### src/rtl/truth_table_sweep_pkg.sv
// Shared types and constants for the truth_table sweep controller.
// Holds the state encoding, field widths and default expected result maps.
package truth_table_sweep_pkg;

    localparam int unsigned CODE_W = 3;
    localparam int unsigned CNT_W  = 4;
    localparam int unsigned MAP_W  = 8;
    localparam int unsigned ERR_W  = 4;

    localparam logic [CODE_W-1:0] LAST_CODE = CODE_W'(7);

    localparam logic [MAP_W-1:0] X_EXP_DEF = 8'h4D;
    localparam logic [MAP_W-1:0] Y_EXP_DEF = 8'h96;

    typedef enum logic [1:0] {
        IDLE   = 2'd0,
        DRIVE  = 2'd1,
        SAMPLE = 2'd2,
        DONE   = 2'd3
    } state_e;

endpackage

### src/rtl/truth_table_sweep_if.sv
// Signal bundle between the sweep controller and its environment
// (start request, truth_table drive/return, status and result maps).
interface truth_table_sweep_if;
    import truth_table_sweep_pkg::*;

    logic               start;
    logic               Ain;
    logic               Bin;
    logic               Cin;
    logic               x_in;
    logic               y_in;
    logic               busy;
    logic               done;
    logic [MAP_W-1:0]   x_map;
    logic [MAP_W-1:0]   y_map;
    logic [ERR_W-1:0]   err_count;
    logic               pass;

    modport master (
        input  start, x_in, y_in,
        output Ain, Bin, Cin, busy, done, x_map, y_map, err_count, pass
    );

    modport slave (
        output start, x_in, y_in,
        input  Ain, Bin, Cin, busy, done, x_map, y_map, err_count, pass
    );
endinterface

### src/rtl/truth_table_sweep.sv
// Sweeps a combinational truth_table through all eight input codes, captures
// X/Y per code and compares them against expected maps.
module truth_table_sweep
    import truth_table_sweep_pkg::*;
#(
    parameter int unsigned      SETTLE = 2,
    parameter logic [MAP_W-1:0] X_EXP  = X_EXP_DEF,
    parameter logic [MAP_W-1:0] Y_EXP  = Y_EXP_DEF
) (
    input  logic                clk,
    input  logic                rst,
    truth_table_sweep_if.master bus
);

    localparam logic [CNT_W-1:0] CNT_LOAD = CNT_W'(SETTLE - 1);

    state_e              state_q, state_d;
    logic [CODE_W-1:0]   idx_q, idx_d;
    logic [CNT_W-1:0]    cnt_q, cnt_d;
    logic                busy_q, busy_d;
    logic                done_q, done_d;
    logic                pass_q, pass_d;
    logic [MAP_W-1:0]    x_map_q, x_map_d;
    logic [MAP_W-1:0]    y_map_q, y_map_d;
    logic [ERR_W-1:0]    err_q, err_d;
    logic                mismatch_c;

    // X/Z on the returned values must count as a mismatch in simulation
    assign mismatch_c = (bus.x_in !== X_EXP[idx_q]) || (bus.y_in !== Y_EXP[idx_q]);

    always_comb begin
        state_d = state_q;
        idx_d   = idx_q;
        cnt_d   = cnt_q;
        busy_d  = busy_q;
        done_d  = done_q;
        pass_d  = pass_q;
        x_map_d = x_map_q;
        y_map_d = y_map_q;
        err_d   = err_q;

        case (state_q)
            IDLE, DONE: begin
                if (bus.start) begin
                    state_d = DRIVE;
                    idx_d   = '0;
                    cnt_d   = CNT_LOAD;
                    busy_d  = 1'b1;
                    done_d  = 1'b0;
                    pass_d  = 1'b0;
                    x_map_d = '0;
                    y_map_d = '0;
                    err_d   = '0;
                end
            end
            DRIVE: begin
                if (cnt_q == '0) begin
                    state_d = SAMPLE;
                end else begin
                    cnt_d = cnt_q - CNT_W'(1);
                end
            end
            SAMPLE: begin
                x_map_d[idx_q] = bus.x_in;
                y_map_d[idx_q] = bus.y_in;
                err_d          = err_q + ERR_W'(mismatch_c);
                if (idx_q != LAST_CODE) begin
                    state_d = DRIVE;
                    idx_d   = idx_q + CODE_W'(1);
                    cnt_d   = CNT_LOAD;
                end else begin
                    // pass uses the count including this final code
                    state_d = DONE;
                    idx_d   = '0;
                    busy_d  = 1'b0;
                    done_d  = 1'b1;
                    pass_d  = (err_d == '0);
                end
            end
            default: state_d = IDLE;
        endcase
    end

    always_ff @(posedge clk) begin
        if (rst) begin
            state_q <= IDLE;
            idx_q   <= '0;
            cnt_q   <= '0;
            busy_q  <= 1'b0;
            done_q  <= 1'b0;
            pass_q  <= 1'b0;
            x_map_q <= '0;
            y_map_q <= '0;
            err_q   <= '0;
        end else begin
            state_q <= state_d;
            idx_q   <= idx_d;
            cnt_q   <= cnt_d;
            busy_q  <= busy_d;
            done_q  <= done_d;
            pass_q  <= pass_d;
            x_map_q <= x_map_d;
            y_map_q <= y_map_d;
            err_q   <= err_d;
        end
    end

    assign bus.Ain       = idx_q[2];
    assign bus.Bin       = idx_q[1];
    assign bus.Cin       = idx_q[0];
    assign bus.busy      = busy_q;
    assign bus.done      = done_q;
    assign bus.pass      = pass_q;
    assign bus.x_map     = x_map_q;
    assign bus.y_map     = y_map_q;
    assign bus.err_count = err_q;

endmodule

### src/flat_wrapper.sv
// flat-port wrapper written by rule: the top's interface ports become plain ports
module truth_table_sweep_flat import truth_table_sweep_pkg::*;
#(
    parameter int unsigned      SETTLE = 2,
    parameter logic [MAP_W-1:0] X_EXP  = X_EXP_DEF,
    parameter logic [MAP_W-1:0] Y_EXP  = Y_EXP_DEF
)
  (clk, rst, bus_start, bus_x_in, bus_y_in, bus_Ain, bus_Bin, bus_Cin, bus_busy, bus_done, bus_x_map, bus_y_map, bus_err_count, bus_pass);
  truth_table_sweep_if bus_i ();
  input  logic clk;
  input  logic rst;
  input wire logic [$bits(bus_i.start)-1:0] bus_start;
  input wire logic [$bits(bus_i.x_in)-1:0] bus_x_in;
  input wire logic [$bits(bus_i.y_in)-1:0] bus_y_in;
  output wire logic [$bits(bus_i.Ain)-1:0] bus_Ain;
  output wire logic [$bits(bus_i.Bin)-1:0] bus_Bin;
  output wire logic [$bits(bus_i.Cin)-1:0] bus_Cin;
  output wire logic [$bits(bus_i.busy)-1:0] bus_busy;
  output wire logic [$bits(bus_i.done)-1:0] bus_done;
  output wire logic [$bits(bus_i.x_map)-1:0] bus_x_map;
  output wire logic [$bits(bus_i.y_map)-1:0] bus_y_map;
  output wire logic [$bits(bus_i.err_count)-1:0] bus_err_count;
  output wire logic [$bits(bus_i.pass)-1:0] bus_pass;
  assign bus_i.start = bus_start;
  assign bus_i.x_in = bus_x_in;
  assign bus_i.y_in = bus_y_in;
  assign bus_Ain = bus_i.Ain;
  assign bus_Bin = bus_i.Bin;
  assign bus_Cin = bus_i.Cin;
  assign bus_busy = bus_i.busy;
  assign bus_done = bus_i.done;
  assign bus_x_map = bus_i.x_map;
  assign bus_y_map = bus_i.y_map;
  assign bus_err_count = bus_i.err_count;
  assign bus_pass = bus_i.pass;
  truth_table_sweep #(.SETTLE(SETTLE), .X_EXP(X_EXP), .Y_EXP(Y_EXP)) u_core (.clk(clk), .rst(rst), .bus(bus_i));
endmodule
### config.mk
export PLATFORM = sky130hd
export DESIGN_NAME = truth_table_sweep_flat
export DESIGN_NICKNAME = d
export VERILOG_FILES = /design/src/rtl/truth_table_sweep_pkg.sv /design/src/rtl/truth_table_sweep_if.sv /design/src/rtl/truth_table_sweep.sv /design/src/flat_wrapper.sv
export SDC_FILE = /design/constraint.sdc
export NUM_CORES = 1
export LEC_CHECK = 0
export CORE_MARGIN = 2
export CORE_UTILIZATION = 50
export CTS_CLUSTER_DIAMETER = 40
export DETAILED_ROUTE_END_ITERATION = 10
export GPL_TIMING_DRIVEN = 0
export PLACE_DENSITY = 0.76
export RECOVER_POWER = 25
export SLEW_MARGIN = 5
export SYNTH_ARGS = -nofsm -noshare
export SYNTH_HDL_FRONTEND = slang
export SYNTH_SLANG_ARGS = --single-unit
### constraint.sdc
create_clock -name clk -period 3.5 [get_ports clk]
set_input_delay 0.7 -clock clk [delete_from_list [all_inputs] [get_ports clk]]
set_output_delay 0.7 -clock clk [all_outputs]
set_load 0.02 [all_outputs]
==> reports/metrics.csv, run 1 <==
metric;value;unit
outcome;complete, no violations;
diodes;0;
antenna_left;0;
cts_tree;done;
hold_buffers;0;
worst_setup_path_start_kind;flop;
rrSetupSlack;850;ps
hold_viol;0;
synth_top_area_cell;dfxtp_1;
first_pass_iters;4;
routedWlPerCell;15.0;um
coreArea;0.00336;mm^2
drt_iter0_drc;131;
drive_above_1_share;9.21;%
vdd_drop_max;0.242;mV
power;0.949;mW
syn_area;0.00175;mm^2
cts_sinks;34;
max_freq;377;MHz
synthArstFlopShare;0;%
syn_inst;190;
vias_per_cell;5.58;
worst_slew_pin_slew;570;ps
p_leak;0.832;nW
antenna_found_initial;0;
die_area;0.00399;mm^2
drv_slew;0;
synth.cells.most_frequent;dfxtp_1, nor2_1, a21oi_1, ha_1, nand2_1;
grt_usage;22.9;%
setup_viol;0;
grt_pass1_wl;7180;um
hp-class;reg -> reg;
clk_path_buf_depth;2;
ys.flop_type;dfxtp_1;
grt_max_degree;11;
hold_ws;474;ps
die_y;63.2;um
yosysWarnings;0;
grt_use_met1;29.0;%
max_cap_violations;0;
final_cell_area;0.00217;mm^2
placed_cell_area;0.00211;mm^2
yosysMostFrequentCell;dfxtp_1;
final_core_util;64.5;%
grt_setup_unrepaired;false;
overflow;0;
clock_latency;340;ps
ios;31;
root_buffer;clkbuf_4;
fin_skew;13.3;ps
synth_top_area_share;38.9;%
cts.clk_slew.worst_paths;110;ps
timing.final.crit_period;2650;ps
grtUsageMet3;5.71;%
wl;4120;um
vias;1530;
avgSynthCellArea;9.22;um^2
worstPathRequired;3740;ps
fin_nets;242;
area_delta_synth_final;23.8;%
numCtsBuffers;5;
arrival;2890;ps
synth_cell_types;51;
cts_setup_buffers;0;
global_route.peak_usage_layer;met2;
rows;21;
grt_pass1_vias;1605;
die_x;63.2;um
post-route-period-util;75.8;%
synthesis.nets;205;
io_buffer_count;30;
ctsResizeCount;0;
synth_edf_count;0;
crit_fanout;10;
synthTopCellsByArea;dfxtp_1, ha_1, a21oi_1, nor2_1, o2bb2ai_1;
dp_hpwl;2970;um
gp_congestion;0.804;
relSlewSlack;62.0;%
initial_core_util;52.1;%
drc_errors;0;
end_kind;flop;
ys_seq_area_share;38.9;%
path_class;reg -> reg;
setup_tns;0;ps
htreeDepth;2;
powerDensity;438;mW/mm^2
met2_usage;37.8;%
ys_seq_elements;34;
==> per-stage QoR <==
stage | cells | setup WS [ps]
floorplan | 190 | 1420
global placement | 266 | 827
global route | 274 | 658
finish | 274 | 846
detailed placement | 266 | 786
CTS | 274 | 1180
==> critical path: stages, from the launching register on <==
cell      delay, ps
dfxtp_1         400
inv_1            60
ha_1            270
clkbuf_1        340
mux2i_1         520
buf_4           280
nand2_1         120
a21oi_4         180
ha_1            260
xnor2_1         130
==> final cells by class <==
| type | instances | area (um^2) |
|---|---|---|
| well taps | 46 | 57.6 |
| multi-input cells | 138 | 967 |
| clock buffers | 7 | 45.0 |
| repair buffers | 30 | 300 |
| inverters | 7 | 26.3 |
| clock inverters | 1 | 30.0 |
| plain buffers | 11 | 61.3 |
| fillers | 335 | 1190 |
| flip-flops and latches | 34 | 681 |
==> report_power, final <==
group          leakage [nW]  switching (mW)  internal [mW]  total [mW]
sequential            0.275          0.0141          0.403       0.417
combinational         0.517           0.153         0.0981       0.251
clock                0.0395           0.129          0.152       0.280
total                 0.832           0.296          0.653       0.949
==> cells in the final DEF, fill, tap and decap left out, types with 5 or more instances in the layout <==
| cell type | count |
|---|---|
| ha_1 | 10 |
| o2bb2ai_1 | 7 |
| nand2_1 | 9 |
| nor2_1 | 21 |
| clkdlybuf4s50_1 | 29 |
| nor2b_1 | 6 |
| dfxtp_1 | 34 |
| a21oi_1 | 18 |
| inv_1 | 6 |
| clkbuf_1 | 6 |
| clkbuf_4 | 5 |
==> state kept, by name, summed over array words and instances, names as in the netlist, named ones only <==
register	count
u_core.bus.busy	1
u_core.bus.done	1
u_core.bus.err_count	4
u_core.bus.pass	1
u_core.bus.x_map	8
u_core.bus.y_map	8
u_core.cnt_q	4
u_core.idx_q	3
u_core.state_q	2
==> path summary, 6_finish.rpt <==
path	from	end	cells past startpoint
worst min-delay path	u_core.bus.x_map[4]	u_core.bus.x_map[4]	1
worst max-delay path	u_core.state_q[0]	flop	9
worst min register to register	u_core.bus.x_map[4]	u_core.bus.x_map[4]	1
worst max register to register	u_core.state_q[0]	flop	9
==> kinds of logic after synthesis <==
kind of cell | Yosys count | synth area share (%)
AND/OR/NAND/NOR | 67 | 21.6
multiplexers | 3 | 2.43
XOR/XNOR | 4 | 2.00
AO/OA/AOI/OAI | 54 | 22.8
adder cells (fa/ha/maj) | 10 | 7.14
flip-flops | 34 | 38.9
buffers and inverters | 18 | 5.21
==> per-layer routing <==
metal  vias up  wire [um]
li1        763          -
met1       726       1930
met2        33       1980
met3         8        146
met4         0         61
met5         -          0
(Power assumes the default switching activity.)
==> run 2, diff against run 1 <==
==> constraint.sdc (replaced) <==
create_clock -name clk -period 2.5 [get_ports clk]
set_input_delay 0.5 -clock clk [delete_from_list [all_inputs] [get_ports clk]]
set_output_delay 0.5 -clock clk [all_outputs]
set_load 0.02 [all_outputs]
==> run 2 against run 1 <==
Against the previous run:
- power is 41% higher
- design area is 0.40% higher
- wire length is 0.80% lower
- utilization is 0.26 points higher
- global-route usage is 0.076 points higher
- cell count stayed put
- sequential share of layout area is 0.13 points lower
- first-iteration DRC count is 1.5% lower
- worst hold slack worse by 2.1 ps
- non-clock buffer count stayed put
- sequential cell count stayed put
- largest power group unchanged
==> reports/metrics.csv, run 2 (synthesis results as in run 1) <==
metric;value;unit
io_buffer_count;30;
placed_cell_area;0.00211;mm^2
end_kind;flop;
vias_per_cell;5.59;
max_cap_violations;0;
grt_setup_unrepaired;false;
die_area;0.00399;mm^2
dp_hpwl;2970;um
outcome;complete, no violations;
drt_iter0_drc;129;
die_y;63.2;um
gp_congestion;0.804;
setup_viol;0;
numCtsBuffers;5;
clk_path_buf_depth;2;
powerDensity;617;mW/mm^2
final_common_cell;dfxtp_1;
worst_setup_path_start_kind;input pin;
hp-start;u_core.bus.x_map[1];
place_ws;-14.5;ps
arrival;2530;ps
rows;21;
fin_skew;13.4;ps
vdd_drop_max;0.338;mV
hold_path_end;u_core.bus.x_map[1];
cts.clk_slew.worst_paths;100;ps
first_pass_iters;4;
max_freq;436;MHz
final_core_util;64.7;%
grt_usage;23.0;%
mostFrequentLayoutCells;dfxtp_1, nor2_1, clkdlybuf4s50_1;
coreArea;0.00336;mm^2
grt_pass1_vias;1598;
drive_above_1_share;8.77;%
crit_fanout;7;
hold_viol;0;
hp-class;reg -> reg;
r2r_start;u_core.state_q[0];
grt_max_degree;11;
routedWlPerCell;14.9;um
cts_tree;done;
worst_slew_pin_slew;565;ps
worstPathRequired;2740;ps
die_x;63.2;um
cts_sinks;34;
wl;4080;um
clock_latency;340;ps
antenna_found_initial;0;
antenna_left;0;
p_leak;0.851;nW
post-route-worst-setup-slack;206;ps
initial_core_util;52.1;%
holdPathStages;1;
fin_nets;242;
relSlewSlack;62.3;%
htreeDepth;2;
ctsResizeCount;0;
vias;1531;
power;1.34;mW
hold_buffers;0;
path_class;in -> reg;
setup_tns;0;ps
overflow;0;
rrSetupSlack;210;ps
drv_slew;0;
diodes;0;
area_delta_synth_final;24.3;%
timing.final.crit_period;2290;ps
drc_errors;0;
post-route-period-util;91.7;%
cts_setup_buffers;0;
r2r_cells;9;
ios;31;
root_buffer;clkbuf_4;
grt_pass1_wl;7210;um
final_cell_area;0.00218;mm^2
-- run 2: critical path, stage by stage --
cell and delay, ps:
clkdlybuf4s50_1 630, nand2b_4 230, and2_0 330, a22oi_1 190
or2_1 240, ha_1 290, xnor2_1 130
-- run 2: report_power, final --
group,internal [mW],total (mW),switching [mW]
sequential,0.564,0.584,0.0198
clock,0.212,0.389,0.177
combinational,0.151,0.369,0.218
total,0.928,1.34,0.415
-- run 2: routing by layer --
| metal | up-vias | track usage (%) | wire length (um) |
|---|---|---|---|
| met3 | 5 | 5.71 | 188 |
| met1 | 727 | 29.2 | 1850 |
| li1 | 764 | - | - |
| met2 | 35 | 38.2 | 2010 |
| met4 | 0 | 7.61 | 36 |
| met5 | - | 0 | 0 |
-- run 2: worst max path at each step --
stage | startpoint | to | slack [ps] | cells after the start
global route | u_core.state_q[0] | flop | 80 | 9
finish | bus_start | flop | 210 | 7
detailed placement | rst | flop | -10 | 7
floorplan | u_core.idx_q[0] | flop | 420 | 7
global placement | rst | flop | 30 | 7
CTS | u_core.state_q[0] | flop | 280 | 9
-- run 2: stage by stage --
step	std cells	hold WS (ps)
2_1_floorplan	190	485
3_3_place_gp	266	448
3_5_place_dp	266	447
4_1_cts	274	474
5_1_grt	274	491
6_report	274	472
-- run 2: layout make-up --
type / count / area, um^2
fill: 337 / 1190
multi-input combinational: 138 / 973
tap: 46 / 57.6
buffer: 11 / 63.8
clock buffer: 7 / 45.0
timing repair buffer: 30 / 300
inverter: 7 / 26.3
sequential: 34 / 681
clock inverter: 1 / 30.0
==> run 3, diff against run 2 <==
--- a/config.mk
+++ b/config.mk
@@ -7,6 +7,7 @@
 export LEC_CHECK = 0
 export CORE_MARGIN = 2
 export CORE_UTILIZATION = 50
+export CTS_BUF_LIST = sky130_fd_sc_hd__clkbuf_2 sky130_fd_sc_hd__clkbuf_4 sky130_fd_sc_hd__clkbuf_8
 export CTS_CLUSTER_DIAMETER = 40
 export DETAILED_ROUTE_END_ITERATION = 10
 export GPL_TIMING_DRIVEN = 0
==> run 3 against run 2 <==
Against the previous run:
- design area up 0.34%
- clock power grew 6.2%
- largest power group unchanged
- power up 1.7%
- combinational power hardly changed
- sequential power about the same
==> reports/metrics.csv, run 3 (synthesis results as in run 1) <==
metric;value;unit
outcome;complete, no violations;
place_inst;266;
die_x;63.2;um
fillers;333;
rrSetupSlack;220;ps
ctsResizeCount;0;
overflow;0;
cts_tree;done;
timing.final.crit_period;2280;ps
max_stage_delay;400;ps
drive_above_1_share;9.65;%
dp_hpwl;2970;um
area_delta_synth_final;24.7;%
grt_usage;23.0;%
layout.cells.non_filler;274;
numCtsBuffers;5;
cp_common_cell;ha_1;
end_kind;flop;
grt_max_degree;11;
die_y;63.2;um
ios;31;
antenna_left;0;
grt_pass1_wl;7240;um
htreeDepth;2;
grt_use_met1;29.4;%
fin_nets;242;
post-route-period-util;91.4;%
gp_congestion;0.804;
arrival;2520;ps
vdd_drop_max;0.344;mV
placed_cell_area;0.00211;mm^2
clock_latency;340;ps
drc_errors;0;
crit_fanout;7;
grt_pass1_vias;1603;
p_leak;0.858;nW
diodes;0;
cts_sinks;34;
routedWlPerCell;14.9;um
clk_path_buf_depth;2;
first_pass_iters;4;
met2_usage;38.2;%
powerDensity;625;mW/mm^2
mostFrequentLayoutCells;dfxtp_1, nor2_1, clkdlybuf4s50_1;
antenna_found_initial;0;
final_common_cell;dfxtp_1;
vias_per_cell;5.55;
hold_ws;472;ps
final_core_util;65.0;%
worst_slew_pin_slew;562;ps
max_cap_violations;0;
worstPathRequired;2740;ps
initial_core_util;52.1;%
hold_buffers;0;
fin_skew;13.1;ps
cts_setup_buffers;0;
power;1.37;mW
io_buffer_count;30;
final_cell_area;0.00218;mm^2
drv_slew;0;
max_freq;438;MHz
coreArea;0.00336;mm^2
post-route-worst-setup-slack;216;ps
hold_viol;0;
relSlewSlack;62.5;%
cts.clk_slew.worst_paths;100;ps
die_area;0.00399;mm^2
place_ws;-14.5;ps
root_buffer;clkbuf_4;
grtUsageMet3;5.71;%
vias;1522;
drt_iter0_drc;127;
rows;21;
global_route.peak_usage_layer;met2;
crit_path_top_delay_cell;dfxtp_1;
wl;4080;um
worst_setup_path_start_kind;flop;
setup_tns;0;ps
hp-class;reg -> reg;
setup_viol;0;
path_cells;inv_1 -> ha_1 -> buf_4 -> nand2b_4 -> and2_0 -> a22oi_1 -> or2_1 -> ha_1 -> xnor2_1;
grt_setup_unrepaired;false;
path_class;reg -> reg;
run 3: per-layer routing:
| layer | vias to the layer above | part of all wire (%) |
|---|---|---|
| li1 | 767 | - |
| met1 | 714 | 45 |
| met2 | 35 | 49 |
| met5 | - | 0 |
| met3 | 6 | 4.9 |
| met4 | 0 | 1.1 |
run 3: area by class of cell:
cell class	count	area, um^2	area share, %
Multi-Input combinational cell	138	973	44.6
Sequential cell	34	681	31.2
Timing Repair Buffer	30	300	13.7
Buffer	11	63.8	2.92
Tap cell	46	57.6	2.63
Clock buffer	7	52.6	2.41
Clock inverter	1	30.0	1.37
Inverter	7	26.3	1.20
run 3: worst paths after layout:
kind                                     startpoint                   to  cells after the start
worst max-delay path              u_core.state_q[0]                 flop                      9
worst min register to register  u_core.bus.x_map[3]  u_core.bus.x_map[3]                      1
worst min-delay path            u_core.bus.x_map[3]  u_core.bus.x_map[3]                      1
worst max register to register    u_core.state_q[0]                 flop                      9
run 3: worst max-delay path, delay by kind of cell (launching register included):
family,cells,cell delay [ps]
buffers and inverters,2,240
adders and majority gates,2,560
and+or+nand+nor,3,680
DFF,1,400
xor gates and xnor gates,1,130
AOI/OAI and AO/OA,1,190
run 3: power by group:
group	total, mW	switching [mW]	internal [mW]
Clock	0.413	0.179	0.234
Combinational	0.369	0.218	0.151
Sequential	0.584	0.0199	0.564
Total	1.37	0.417	0.949
